==> src/rtl/cpu_pkg.sv <==
// Shared fetch-path types and constants.
// Widths, reset address default, FSM states and buffer entry layout.
package cpu_pkg;

    localparam int WORD_W = 8;
    localparam int ADDR_W = 8;

    localparam logic [ADDR_W-1:0] RESET_PC_DEF = 8'h00;

    typedef enum logic [1:0] {
        IDLE  = 2'd0,
        REQ   = 2'd1,
        DRAIN = 2'd2
    } fetch_state_e;

    typedef struct packed {
        logic [ADDR_W-1:0] pc;
        logic [WORD_W-1:0] op;
    } fetch_entry_t;

    function automatic logic [ADDR_W-1:0] pc_next(
        input logic [ADDR_W-1:0] pc
    );
        return pc + 1'b1;
    endfunction

endpackage

==> src/rtl/fetch_buffer.sv <==
// Prefetch FIFO of {pc, opcode} entries.
// Push, pop and a synchronous flush that empties it in one cycle.
module fetch_buffer
    import cpu_pkg::*;
#(
    parameter int DEPTH = 2,
    localparam int CW = $clog2(DEPTH + 1),
    localparam int PW = $clog2(DEPTH)
) (
    input  logic         clk,
    input  logic         reset,
    input  logic         flush,
    input  logic         push,
    input  fetch_entry_t push_data,
    input  logic         pop,
    output fetch_entry_t head,
    output logic [CW-1:0] count
);

    fetch_entry_t  mem [DEPTH];
    logic [PW-1:0] rd_ptr;
    logic [PW-1:0] wr_ptr;

    function automatic logic [PW-1:0] ptr_inc(
        input logic [PW-1:0] p
    );
        return (p == PW'(DEPTH - 1)) ? '0 : p + 1'b1;
    endfunction

    always_ff @(posedge clk or negedge reset) begin
        if (!reset) begin
            rd_ptr <= '0;
            wr_ptr <= '0;
            count  <= '0;
            for (int i = 0; i < DEPTH; i++) begin
                mem[i] <= '0;
            end
        end else if (flush) begin
            rd_ptr <= '0;
            wr_ptr <= '0;
            count  <= '0;
        end else begin
            if (push) begin
                mem[wr_ptr] <= push_data;
                wr_ptr      <= ptr_inc(wr_ptr);
            end
            if (pop) begin
                rd_ptr <= ptr_inc(rd_ptr);
            end
            count <= count + CW'(push) - CW'(pop);
        end
    end

    assign head = mem[rd_ptr];

endmodule

==> src/rtl/fetch_sequencer.sv <==
// Instruction fetch sequencer: single-outstanding imem requests into a prefetch buffer.
// Define FETCH_STATS_EN to add the fetch_count / flush_count statistics outputs.
module fetch_sequencer
    import cpu_pkg::*;
#(
    parameter int DEPTH = 2,
    parameter logic [ADDR_W-1:0] RESET_PC = RESET_PC_DEF
) (
    input  logic              clk,
    input  logic              reset,
    output logic              imem_req,
    output logic [ADDR_W-1:0] imem_addr,
    input  logic              imem_ack,
    input  logic [WORD_W-1:0] imem_data,
    output logic              instr_valid,
    output logic [WORD_W-1:0] instr,
    output logic [ADDR_W-1:0] instr_pc,
    input  logic              instr_ready,
    input  logic              redirect,
    input  logic [ADDR_W-1:0] redirect_pc,
    input  logic              halt,
    output logic              halted
`ifdef FETCH_STATS_EN
    ,
    output logic [15:0]       fetch_count,
    output logic [7:0]        flush_count
`endif
);

    localparam int CW = $clog2(DEPTH + 1);

    fetch_state_e      state_q, state_d;
    logic [ADDR_W-1:0] fetch_pc_q, fetch_pc_d;
    logic [ADDR_W-1:0] addr_q, addr_d;
    logic              req_q, req_d;
    logic              idle_q;

    logic              push, pop;
    logic [CW-1:0]     count;
    logic [CW:0]       post_cnt;
    fetch_entry_t      head;
    fetch_entry_t      push_data;

    fetch_buffer #(.DEPTH(DEPTH)) u_buf (
        .clk       (clk),
        .reset     (reset),
        .flush     (redirect),
        .push      (push),
        .push_data (push_data),
        .pop       (pop),
        .head      (head),
        .count     (count)
    );

    assign instr_valid = (count != '0);
    assign instr       = head.op;
    assign instr_pc    = head.pc;
    assign imem_req    = req_q;
    assign imem_addr   = addr_q;
    assign pop         = instr_valid & instr_ready & ~redirect;
    assign push_data   = '{pc: fetch_pc_q, op: imem_data};
    assign post_cnt    = {1'b0, count} + (CW+1)'(1) - (CW+1)'(pop);

    // idle_q delays halted by one cycle after the FSM settles in IDLE
    assign halted = halt & idle_q & (state_q == IDLE);

    always_comb begin
        state_d    = state_q;
        fetch_pc_d = fetch_pc_q;
        addr_d     = addr_q;
        req_d      = req_q;
        push       = 1'b0;
        unique case (state_q)
            IDLE: begin
                if (redirect) begin
                    fetch_pc_d = redirect_pc;
                end else if (!halt && count < CW'(DEPTH)) begin
                    state_d = REQ;
                    req_d   = 1'b1;
                    addr_d  = fetch_pc_q;
                end
            end
            REQ: begin
                if (redirect) begin
                    fetch_pc_d = redirect_pc;
                    if (imem_ack) begin
                        state_d = IDLE;
                        req_d   = 1'b0;
                    end else begin
                        state_d = DRAIN;
                    end
                end else if (imem_ack) begin
                    push       = 1'b1;
                    fetch_pc_d = pc_next(fetch_pc_q);
                    if (!halt && post_cnt < (CW+1)'(DEPTH)) begin
                        addr_d = pc_next(fetch_pc_q);
                    end else begin
                        state_d = IDLE;
                        req_d   = 1'b0;
                    end
                end
            end
            DRAIN: begin
                if (redirect) begin
                    fetch_pc_d = redirect_pc;
                end
                if (imem_ack) begin
                    state_d = IDLE;
                    req_d   = 1'b0;
                end
            end
            default: begin
                state_d = IDLE;
                req_d   = 1'b0;
            end
        endcase
    end

    always_ff @(posedge clk or negedge reset) begin
        if (!reset) begin
            state_q    <= IDLE;
            fetch_pc_q <= RESET_PC;
            addr_q     <= RESET_PC;
            req_q      <= 1'b0;
            idle_q     <= 1'b0;
        end else begin
            state_q    <= state_d;
            fetch_pc_q <= fetch_pc_d;
            addr_q     <= addr_d;
            req_q      <= req_d;
            idle_q     <= (state_q == IDLE);
        end
    end

`ifdef FETCH_STATS_EN
    always_ff @(posedge clk or negedge reset) begin
        if (!reset) begin
            fetch_count <= '0;
            flush_count <= '0;
        end else begin
            if (pop && fetch_count != '1) begin
                fetch_count <= fetch_count + 1'b1;
            end
            if (redirect && flush_count != '1) begin
                flush_count <= flush_count + 1'b1;
            end
        end
    end
`endif

endmodule

==> config.mk <==
export PLATFORM = sky130hd
export DESIGN_NAME = fetch_sequencer
export DESIGN_NICKNAME = d
export VERILOG_FILES = /design/src/rtl/cpu_pkg.sv /design/src/rtl/fetch_buffer.sv /design/src/rtl/fetch_sequencer.sv
export SDC_FILE = /design/constraint.sdc
export NUM_CORES = 1
export LEC_CHECK = 0
export ABC_AREA = 1
export BUFFER_PORTS_ARGS = -buffer_cell sky130_fd_sc_hd__buf_2
export CORE_MARGIN = 3
export CORE_UTILIZATION = 50
export CTS_CLUSTER_DIAMETER = 60
export DETAILED_ROUTE_END_ITERATION = 8
export MAX_ROUTING_LAYER = met4
export PLACE_DENSITY = 0.77
export SETUP_SLACK_MARGIN = 0.1
export SLEW_MARGIN = 20
export SYNTH_ARGS = -nofsm -noshare
export SYNTH_HDL_FRONTEND = slang
export SYNTH_HIERARCHICAL = 1
export SYNTH_SLANG_ARGS = --single-unit
==> constraint.sdc <==
create_clock -name clk -period 2.5 [get_ports clk]
set_input_delay 0 -clock clk [delete_from_list [all_inputs] [get_ports clk]]
set_output_delay 0 -clock clk [all_outputs]
set_load 0.05 [all_outputs]
==> qor.txt <==
TritonCTS buffer count: 5
placed cell count: 452
post-DR wirelength/cell: 12.3 um
Net Switching: 0.00150 W
ANT nets after route: 0
Hold Path End: fetch_pc_q[4]
outcome: finished, violations left
Initial Util: 0.534
r2r setup slk: 0.73 ns
internal power: 0.00188 W
kind of critical path: reg -> out
CTS max path bufs: 2
antenna violations before repair: 0
Synth Register Bits: 56
routed vias/inst: 4.88
Worst IR Drop VDD: 568 uV
Non-Filler Instances: 472
Synth warnings: 6
max-slew violations: 0
crit path capture type: output port
Detailed Place HPWL: 4050 um
Hold/Removal Path Class: in -> reg
vias in the first global route: 2367
# fillers: 509
die height: 84.1 um
CP Launch Type: register
syn_nets: 365
Setup violations, final: 0
Post-route DRC: 0
chip width: 84.1 um
synthesized cell area: 3050 um2
crit path launch: u_buf/rd_ptr
failing checks: hold timing
vias: 2305
Tcrit/Tclk final: 0.721
CP max FO: 11
max-cap viol count: 0
DR iter-0 viols: 92
Rows: 27
Fin. Hold Viols: 1
sequential area share after synthesis: 0.459
area grow syn2layout: 15.1%
Post-DP Area: 3280 um2
RR Startpoint: state_q[0]
power share of the sequential group: 0.377
Achievable Freq: 555 MHz
clk slew on worst S/H paths: 0.10 ns
commonest non-fill, non-tap cell in the layout: nand2_1
nets@finish: 424
relative max-transition margin: 0.544
clock latency on the worst-skew pair: 0.31 ns
Die ar.: 7070 um2
WHS Path Cells: 3
first-pass GRT wire length: 10400 um
Setup TNS: 0 ns
Crit path required time: 2.50 ns
Crit Reg-Reg Endpoint: u_buf/mem[24]
Core Region: 5710 um2
most frequent cells in the layout: nand2_1 (98), dfrtp_1 (56), buf_2 (48), inv_1 (39), o21ai_2 (34)
leakage power: 1.88 nW
diode count: 0
clock network fraction of design power: 0.179
Power Dens Cells: 961 nW/um2
CTS tree: done
pin count of the biggest net entering global routing: 57
WL final: 5800 um
Port Buffer Count: 48
R2R cell count: 6
share of cells above drive strength 1: 0.328
Final Core Density: 0.615
fin area: 3510 um2
Yosys cell types: 24
GRT overflow: 0
Net Sw Frac: 0.444
min-delay src: redirect_pc[4]
Comb pwr share: 0.444
Tmin final: 1.80 ns
GRT Util Overall: 0.182
CTS root buf: clkbuf_8
Syn Area/Cell: 8.97 um2
worst path arrival time: 1.80 ns
DRT Pass-1 Iters: 4
Worst-Margin Slew: 0.683 ns
Clock Skew: 0.00683 ns
cell count after synthesis: 340
H-tree depth: 2
# IOs: 49
unrepaired setup endpoints after global routing: false
RePlAce Congestion: 0.770
worst hold-check slack: -0.00302 ns
Clock Sinks: 56
-- synthesized netlist by cell type, drive strengths merged --
library cell  instances  area share
a21oi                 5      0.0082
a31oi                 1      0.0021
buf                  11       0.041
dfrtp                56        0.46
ha                    3       0.012
inv                  44       0.054
mux2                 16       0.069
nand2               107        0.14
nand3                17       0.032
nand3b                1      0.0066
nand4                 2      0.0041
nor2                 25       0.036
nor3                  1      0.0016
o21ai                46        0.12
o22ai                 3       0.012
xor2                  2      0.0057
-- what timing repair did --
item,CTS,global route
endpoints found under the hold margin,76,0
buffers inserted,0,0
hold buffers,12,0
resized for setup,0,0
-- worst max-delay path by stage --
stage	end	slack, ns
2_1_floorplan	u_buf/mem[11]	0.78
3_3_place_gp	u_buf/mem[31]	0.76
3_5_place_dp	u_buf/mem[11]	0.72
4_1_cts	instr[0]	0.68
5_1_grt	u_buf/mem[24]	0.54
6_report	instr[0]	0.70
-- power by group through the flow --
| stage | sequential (W) | clock (W) | combinational (W) |
|---|---|---|---|
| floorplan | 0.00146 | 0 | 0.00103 |
| global placement | 0.00128 | 0 | 0.00147 |
| detailed placement | 0.00129 | 0 | 0.00149 |
| CTS | 0.00127 | 0.000613 | 0.00151 |
| global route | 0.00130 | 0.000648 | 0.00162 |
| finish | 0.00127 | 0.000602 | 0.00150 |
-- per-layer routing --
metal | global-route usage | share of wire | vias up | routed length, um
met2 | 0.302 | 0.47 | 59 | 2730
met4 | 0.0482 | 0.011 | 0 | 63
li1 | - | - | 1195 | -
met5 | - | 0 | - | 0
met1 | 0.231 | 0.47 | 1043 | 2720
met3 | 0.0306 | 0.048 | 8 | 280
-- registers in the layout, summed over array words and instances, names as in the netlist --
name / cells
fetch_pc_q: 8
idle_q: 1
imem_addr: 8
imem_req: 1
state_q: 2
u_buf/count: 2
u_buf/mem: 32
u_buf/rd_ptr: 1
u_buf/wr_ptr: 1
-- through the flow --
| step | setup WS, ns | hold WS (ns) | power (W) |
|---|---|---|---|
| floorplan | 0.783 | -0.296 | 0.00249 |
| global placement | 0.763 | 0.176 | 0.00275 |
| detailed placement | 0.719 | 0.179 | 0.00278 |
| CTS | 0.679 | 0.00126 | 0.00340 |
| global route | 0.545 | 0.0128 | 0.00357 |
| finish | 0.698 | -0.00302 | 0.00337 |
-- cell families (layout without fill, tap and decap cells) --
family,after synthesis,in the layout,synth area share
simple gates,153,153,0.219
flops,56,56,0.459
compound gates,55,55,0.140
buf+inv,55,115,0.0948
mux,16,16,0.0689
fa+ha+maj,3,3,0.0123
xor+xnor,2,2,0.00574
-- critical path: stages, from the launching register on --
cell	delay, ns
dfrtp_1	0.65
buf_4	0.29
mux2_2	0.34
buf_2	0.21
-- final cells by class --
class                   count  area (um2)  share of cell area
flip-flops and latches     56        1400               0.399
multi-input cells         229        1360               0.387
repair buffers             63         383               0.109
inverters                  44         165              0.0470
well taps                  72        90.1              0.0257
clock buffers               6        72.6              0.0207
clock inverters             2        38.8              0.0110
Power figures use the tool's default switching activity.
